[src/rtl/alu_exec_unit.sv]
// EX-stage execution unit: single-cycle ALU ops plus iterative 1-bit-per-cycle shifts.
// Issue is stalled through o_ready while a shift is in flight. Result and branch
// condition are registered and announced with a one-cycle o_valid pulse.
//
// state  | meaning
// IDLE   | ready to accept; single-cycle ops complete at the accepting edge
// SHIFT  | iterating a latched shift, one bit per edge, counter counts down to 1
module alu_exec_unit #(
    parameter int DATA_SIZE     = 32,
    parameter int ALU_CTRL_SIZE = 4,
    parameter int SHAMT_SIZE    = 5
) (
    input  logic                     i_clk,
    input  logic                     i_reset,
    input  logic                     i_valid,
    output logic                     o_ready,
    input  logic                     i_flush,
    input  logic [ALU_CTRL_SIZE-1:0] i_alu_ctrl,
    input  logic                     i_shamt_ctrl,
    input  logic                     i_last_register_ctrl,
    input  logic [DATA_SIZE-1:0]     i_data_a,
    input  logic [DATA_SIZE-1:0]     i_data_b,
    input  logic [SHAMT_SIZE-1:0]    i_shamt,
    input  logic [DATA_SIZE-1:0]     i_return_addr,
    output logic [DATA_SIZE-1:0]     o_result,
    output logic                     o_branch_taken,
    output logic                     o_valid
);

    typedef enum logic {
        ST_IDLE  = 1'b0,
        ST_SHIFT = 1'b1
    } state_t;

    localparam logic [ALU_CTRL_SIZE-1:0] OP_SLL = ALU_CTRL_SIZE'(0);
    localparam logic [ALU_CTRL_SIZE-1:0] OP_SRL = ALU_CTRL_SIZE'(1);
    localparam logic [ALU_CTRL_SIZE-1:0] OP_SRA = ALU_CTRL_SIZE'(2);
    localparam logic [ALU_CTRL_SIZE-1:0] OP_ADD = ALU_CTRL_SIZE'(3);
    localparam logic [ALU_CTRL_SIZE-1:0] OP_SUB = ALU_CTRL_SIZE'(4);
    localparam logic [ALU_CTRL_SIZE-1:0] OP_AND = ALU_CTRL_SIZE'(5);
    localparam logic [ALU_CTRL_SIZE-1:0] OP_OR  = ALU_CTRL_SIZE'(6);
    localparam logic [ALU_CTRL_SIZE-1:0] OP_XOR = ALU_CTRL_SIZE'(7);
    localparam logic [ALU_CTRL_SIZE-1:0] OP_NOR = ALU_CTRL_SIZE'(8);
    localparam logic [ALU_CTRL_SIZE-1:0] OP_SLT = ALU_CTRL_SIZE'(9);
    localparam logic [ALU_CTRL_SIZE-1:0] OP_LUI = ALU_CTRL_SIZE'(10);
    localparam logic [ALU_CTRL_SIZE-1:0] OP_BEQ = ALU_CTRL_SIZE'(11);
    localparam logic [ALU_CTRL_SIZE-1:0] OP_BNE = ALU_CTRL_SIZE'(12);

    // direction codes latched for the iterative shifter
    localparam logic [1:0] DIR_SLL = 2'd0;
    localparam logic [1:0] DIR_SRL = 2'd1;
    localparam logic [1:0] DIR_SRA = 2'd2;

    state_t                  state_q, state_d;
    logic [DATA_SIZE-1:0]    result_q, result_d;
    logic                    taken_q, taken_d;
    logic                    valid_q, valid_d;
    logic [SHAMT_SIZE-1:0]   cnt_q, cnt_d;
    logic [DATA_SIZE-1:0]    shreg_q, shreg_d;
    logic [1:0]              dir_q, dir_d;

    logic                    accept;
    logic                    is_shift;
    logic [SHAMT_SIZE-1:0]   amount;
    logic [DATA_SIZE-1:0]    alu_res;
    logic                    alu_taken;
    logic [DATA_SIZE-1:0]    shift_one;

    assign o_ready        = (state_q == ST_IDLE) && !i_reset;
    assign accept         = i_valid && o_ready && !i_flush;
    assign amount         = i_shamt_ctrl ? i_data_a[SHAMT_SIZE-1:0] : i_shamt;
    assign is_shift       = !i_last_register_ctrl &&
                            ((i_alu_ctrl == OP_SLL) || (i_alu_ctrl == OP_SRL) || (i_alu_ctrl == OP_SRA));
    assign o_result       = result_q;
    assign o_branch_taken = taken_q;
    assign o_valid        = valid_q;

    // single-cycle datapath; a zero-amount shift simply passes b through
    always_comb begin
        alu_res   = '0;
        alu_taken = 1'b0;
        if (i_last_register_ctrl) begin
            alu_res = i_return_addr;
        end else begin
            case (i_alu_ctrl)
                OP_SLL, OP_SRL, OP_SRA: alu_res = i_data_b;
                OP_ADD: alu_res = i_data_a + i_data_b;
                OP_SUB: alu_res = i_data_a - i_data_b;
                OP_AND: alu_res = i_data_a & i_data_b;
                OP_OR:  alu_res = i_data_a | i_data_b;
                OP_XOR: alu_res = i_data_a ^ i_data_b;
                OP_NOR: alu_res = ~(i_data_a | i_data_b);
                OP_SLT: alu_res = ($signed(i_data_a) < $signed(i_data_b)) ? DATA_SIZE'(1) : '0;
                OP_LUI: alu_res = i_data_b << 16;
                OP_BEQ: begin
                    alu_res   = i_data_a - i_data_b;
                    alu_taken = (i_data_a == i_data_b);
                end
                OP_BNE: begin
                    alu_res   = i_data_a - i_data_b;
                    alu_taken = (i_data_a != i_data_b);
                end
                default: begin
                    alu_res   = '0;
                    alu_taken = 1'b0;
                end
            endcase
        end
    end

    // one-bit step of the latched shift
    always_comb begin
        case (dir_q)
            DIR_SLL: shift_one = {shreg_q[DATA_SIZE-2:0], 1'b0};
            DIR_SRL: shift_one = {1'b0, shreg_q[DATA_SIZE-1:1]};
            DIR_SRA: shift_one = {shreg_q[DATA_SIZE-1], shreg_q[DATA_SIZE-1:1]};
            default: shift_one = shreg_q;
        endcase
    end

    // next-state and register update logic
    always_comb begin
        state_d  = state_q;
        result_d = result_q;
        taken_d  = taken_q;
        valid_d  = 1'b0;
        cnt_d    = cnt_q;
        shreg_d  = shreg_q;
        dir_d    = dir_q;
        case (state_q)
            ST_IDLE: begin
                if (accept) begin
                    if (is_shift && (amount != '0)) begin
                        shreg_d = i_data_b;
                        cnt_d   = amount;
                        dir_d   = i_alu_ctrl[1:0];
                        state_d = ST_SHIFT;
                    end else begin
                        result_d = alu_res;
                        taken_d  = alu_taken;
                        valid_d  = 1'b1;
                    end
                end
            end
            ST_SHIFT: begin
                if (i_flush) begin
                    cnt_d   = '0;
                    state_d = ST_IDLE;
                end else begin
                    shreg_d = shift_one;
                    cnt_d   = cnt_q - 1'b1;
                    if (cnt_q == SHAMT_SIZE'(1)) begin
                        result_d = shift_one;
                        taken_d  = 1'b0;
                        valid_d  = 1'b1;
                        state_d  = ST_IDLE;
                    end
                end
            end
            default: state_d = ST_IDLE;
        endcase
    end

    // state and output registers with asynchronous reset
    always_ff @(posedge i_clk or posedge i_reset) begin
        if (i_reset) begin
            state_q  <= ST_IDLE;
            result_q <= '0;
            taken_q  <= 1'b0;
            valid_q  <= 1'b0;
            cnt_q    <= '0;
            shreg_q  <= '0;
            dir_q    <= DIR_SLL;
        end else begin
            state_q  <= state_d;
            result_q <= result_d;
            taken_q  <= taken_d;
            valid_q  <= valid_d;
            cnt_q    <= cnt_d;
            shreg_q  <= shreg_d;
            dir_q    <= dir_d;
        end
    end

endmodule

[config.mk]
export PLATFORM = sky130hd
export DESIGN_NAME = alu_exec_unit
export DESIGN_NICKNAME = d
export VERILOG_FILES = /design/src/rtl/alu_exec_unit.sv
export SDC_FILE = /design/constraint.sdc
export NUM_CORES = 1
export LEC_CHECK = 0
export BUFFER_PORTS_ARGS = -buffer_cell sky130_fd_sc_hd__buf_2
export CAP_MARGIN = 30
export CORE_UTILIZATION = 44
export DETAILED_ROUTE_END_ITERATION = 10
export GPL_TIMING_DRIVEN = 0
export PLACE_DENSITY_LB_ADDON = 0.15
export SLEW_MARGIN = 20
export SYNTH_ARGS = -nofsm -noshare
export SYNTH_HDL_FRONTEND = slang
export SYNTH_SLANG_ARGS = --single-unit
[constraint.sdc]
create_clock -name i_clk -period 2 [get_ports i_clk]
set_clock_uncertainty 0.1 [all_clocks]
set_input_delay 0.1 -clock i_clk [delete_from_list [all_inputs] [get_ports i_clk]]
set_output_delay 0.1 -clock i_clk [all_outputs]
set_load 0.05 [all_outputs]
[After elaboration in Yosys (flattened, before gate mapping)]
Cells that the tools add are included.
Word-level totals
  output and inout bits: 35
  flip-flop bits (word level): 74
  logic and storage cells: 92
  input bits: 111
Operators by class
  magnitude comparators: 1
  bitwise logic cells: 5
  equality and inequality tests: 22
  reduce and logical (&&, ||, !) cells: 19
  muxes and demuxes: 35
  add/subtract/negate cells: 3
Operator list (count)
  32-bit one-hot mux with 9 select lines: 1
  32-bit two-way mux: 8
  32-bit one-hot mux with 2 select lines: 2
  32-bit one-hot mux with 3 select lines: 1
  32-bit adder: 1
  32-bit bitwise AND: 1
  32-bit == test: 1
  32-bit < comparator: 1
  32-bit inequality test: 1
  32-bit NOT: 1
  32-bit OR: 1
  32-bit subtractor: 1
  32-bit XOR: 1
  4-bit == test, second input constant: 5
  5-bit two-way mux: 4
  4-bit by 3-bit == test with 1-bit output, second input constant: 4
  1-bit two-way mux: 14
  5-bit one-hot mux with 2 select lines: 1
  4-bit by 2-bit == test with 1-bit output, second input constant: 2
  1-bit one-hot mux with 2 select lines: 4
  2-bit inequality test, second input constant: 3
  3-bit AND reduction: 2
  3-bit OR reduction: 2
  5-bit by 1-bit == test with 1-bit output, second input constant: 1
  14 further kinds: 22

[Logic depth before layout (Yosys ltp)]
  depth in word-level cells: 8
  depth in mapped cells: 13
  depth with buffers taken out: 13

[Worst setup path after synthesis]
OpenSTA, ideal clock, no wires.
  path type: input to register
  start: input port i_data_a[0]
  end: register result_q[30], in the netlist o_result[30]
  arrival time: 2695 ps
  data required time: 1768 ps
  path buffers: 0
  cell stages on the path: 13
  setup time: 132 ps
  setup slack: -927 ps
  cells stage by stage: inv_1 ha_1 fa_1 o21bai_1 a21oi_1 nor4b_1 o211ai_1 a41o_1 a211oi_1 o41ai_1 xnor2_1 a221oi_1 o21ai_0
On the way
  cells in the longest elaborated chain, start to end: 6
  elaborated cells between the ends (all ways): 12
  classes of those cells: 2 x add/sub; 1 x eq/ne; 6 x mux; 3 x reduce/logical
RTL lines
  start, declared: line 21  | input logic [DATA_SIZE-1:0] i_data_a,
  32-bit subtractor or 32-bit adder (tied branches)
  32-bit one-hot mux with 9 select lines: line 85  | case (i_alu_ctrl)
  32-bit two-way mux: line 82  | if (i_last_register_ctrl) begin
  32-bit two-way mux: line 133  | if (is_shift && (amount != '0)) begin
  32-bit two-way mux: line 132  | if (accept) begin
  32-bit one-hot mux with 2 select lines: line 130  | case (state_q)
  end signal, assigned: line 176  | result_q <= result_d;
  end, declared: line 55  | logic [DATA_SIZE-1:0] result_q, result_d;
Several ways; a longest one is shown, not always the timed one. The select of a mux whose other input is x is not followed.
A chain may end at the register's enable or synchronous reset.

[Worst setup path after layout]
  start: input port i_data_a[0]
  end: register result_q[24], in the netlist o_result[24]
The elaborated chain is that of the path after synthesis.

==> results.yml <==
grt:
  grt_pass1_vias: 12476
  grt_pass1_wl_mm: 78.6
  grt_max_degree: 34
  grt_usage_pct: 44.8
  antenna_found_initial: 0
  overflow: 0
place:
  place_ws_ps: -1640
  post_dp_cell_area_mm2: 0.0116
  place_inst: 1821
  post-dp-hpwl_mm: 39.3
  place_congestion: 1.04
  port_buffers: 143
synthesis:
  synthCells: 1396
  synthDistinctLibCells: 80
  async_reset_ff_share_pct: 100
  yosysTopAreaCell: "dfrtp_1"
  yosysWarnings: 0
  synth_top_flop_cell: "dfrtp_1"
  synth.avg_cell_area_um2: 7.18
  syn-num-nets: 1619
  postSynthRegisterBits: 74
  yosysTopAreaCellShare_pct: 18.5
  ys_seq_area_share_pct: 18.5
  netlist_area_mm2: 0.0100
  synth_area_leaders: "dfrtp_1, ha_1, a21oi_1"
  synth-edff-count: 0
worst_setup_path:
  r2r_cells: 8
  reg2reg_from: "state_q$_DFF_PP0_"
  crit_path_end_kind: "flip-flop"
  startpoint_type: "primary input"
  worstPathRequired_ps: 2120
  startpoint: "i_data_a[0]"
  path_max_fanout: 3
  reg2reg_to: "o_result[8]$_DFFE_PP0P_"
  r2r_slack_ps: -240
  crit_path_top_delay_cell: "fa_2"
  crit_arrival_ps: 3010
  critPathMaxStageDelay_ps: 360
  crit_chain: "buf_12 -> buf_4 -> ha_4 -> inv_2 -> fa_2 -> nor2b_2 -> o31a_1 -> buf_4 -> o22ai_4 -> o31a_1 -> o21ai_4 -> a31oi_4 -> a221o_1 -> o21ai_2 -> a221o_1 -> a31oi_1"
  critPathKind: "in -> reg"
sta:
  rsz0062_at_grt: "yes"
  hold_viol: 0
  final.setup.tns_ps: -15660
  maxSlewHeadroom_pct: 47.0
  report.final.setup_viol: 33
  tightest_slew_ps: 795
  fin_crit_sh_pct: 144
  drv_slew: 0
  min_period_ps: 2890
  fmax_mhz: 346
  fin_ws_ps: -889
layout:
  fin_util_pct: 67.6
  fin_nets: 1905
  layout-drive-gt1-share_pct: 37.8
  final_cells: 1968
  final_area_mm2: 0.0149
  final_common_cell: "nor2_1"
  final_cell_mix: "nor2_1, nand2_1, buf_2"
  area_growth_pct: 48.8
  fillerInstances: 1830
floorplan:
  start_util_pct: 45.4
  die_y_um: 153
  num_rows: 54
  core_mm2: 0.0221
  die_area_mm2: 0.0234
  design.portCount: 146
  die_x_um: 153
clock_tree:
  cts_tree: "built"
  cts_htree_levels: 3
  clk_pin_slew_ps: 60
  cts_root_buf: "clkbuf_16"
  clk_path_buf_depth: 2
  cts_buffers: 9
  worstSkewPairLatency_ps: 350
  clkSinkCount: 74
flow_run:
  drv_cap: 0
route:
  wl_met3_mm: 6.60
  m1WireLength_mm: 20.2
  first_pass_iters: 7
  post_drt_wl_per_cell_um: 27.5
  wirelength_mm: 54.2
  top_layer_used: "met4"
  vias: 13305
  drtIter0Drc: 1624
  ant_nets: 0
  route.detailed.drc: 0
  dr_wl_met2_mm: 23.6
  avgViaCountPerCell: 6.76
power_and_ir_drop:
  p_leak_nw: 6.44
  peakVddDrop_uv: 508
  p_per_area_mw_per_mm2: 628
min_path:
  min_from: "i_return_addr[26]"
  hold-path-cell-count: 5
  min_to: "o_result[26]$_DFFE_PP0P_"
  hp-class: "in -> reg"
status:
  violations: "setup timing"
  status: "finished with violations"
-- state kept, by name (all words and copies together), names as in the netlist --
register	cells
o_result	32
shreg_q	32
cnt_q	5
dir_q	2
o_branch_taken	1
o_valid	1
state_q	1
-- per-layer routing --
metal | vias to the layer above | global-route usage [%]
li1 | 5713 | -
met1 | 6232 | 57.7
met2 | 1070 | 70.5
met3 | 290 | 8.36
met4 | 0 | 24.7
met5 | - | 0
-- timing repair --
action | 4_1_cts | 5_1_grt
gates cloned | 1 | 1
hold buffers | 17 | 1
hold endpoints to repair | 32 | 1
endpoints found under the setup margin | 72 | 72
gates resized for setup | 427 | 132
pin swaps | 103 | 97
buffers inserted | 90 | 36
-- layout make-up --
type	count	area, µm²	share of cell area, %
Multi-Input combinational cell	1112	8750	58.7
Timing Repair Buffer	284	2340	15.7
Sequential cell	74	1860	12.4
Buffer	89	759	5.09
Inverter	112	559	3.75
Tap cell	280	350	2.35
Clock buffer	9	225	1.51
Clock inverter	7	77.6	0.520
Antenna cell	1	2.50	0.0168
-- cells by family after synthesis --
family,share of synthesized area [%]
AND/OR/NAND/NOR,19.5
multiplexers,1.63
flip-flops,18.5
adder cells (fa/ha/maj),14.1
buffers and inverters,9.33
AO/OA/AOI/OAI,35.8
XOR/XNOR,1.14
-- critical path, delay by kind of cell --
kind                       cells  cell delay [ps]
buffers and inverters          4              440
adders and majority gates      2              500
AOI/OAI and AO/OA              9             1810
and+or+nand+nor                1              170
-- worst max path at each step --
stage | end | slack (ps) | cells after the start
final | o_result[24]$_DFFE_PP0P_ | -890 | 16
after global routing | o_result[30]$_DFFE_PP0P_ | -970 | 14
after CTS | o_result[30]$_DFFE_PP0P_ | -850 | 15
after detailed placement | o_result[30]$_DFFE_PP0P_ | -1640 | 13
after global placement | o_result[30]$_DFFE_PP0P_ | -1640 | 13
after floorplan | o_result[30]$_DFFE_PP0P_ | -560 | 13
-- cells in the mapped netlist, drive strengths merged (26+ instances only) --
library cell and instances:
o21ai 103, a221oi 26, o31ai 40, nor2 162, clkbuf 78, a21oi 142
nand2 149, dfrtp 74, nand3 27, a31oi 27, inv 110, ha 110
o211ai 31
-- through the flow --
step / hold WS [ps] / power (W)
global placement: 325 / 0.00634
global route: 22.9 / 0.00974
detailed placement: 58.5 / 0.00637
finish: 7.05 / 0.00937
floorplan: 150 / 0.00503
CTS: 1.49 / 0.00881
-- power by group --
group / total [W] / leakage, nW / switching (W) / internal (W)
sequential: 0.00226 / 0.908 / 0.000367 / 0.00189
combinational: 0.00541 / 5.38 / 0.00334 / 0.00208
clock: 0.00170 / 0.146 / 0.000721 / 0.000976
total: 0.00937 / 6.44 / 0.00443 / 0.00494
No activity file was read; power rests on OpenSTA's default activity.
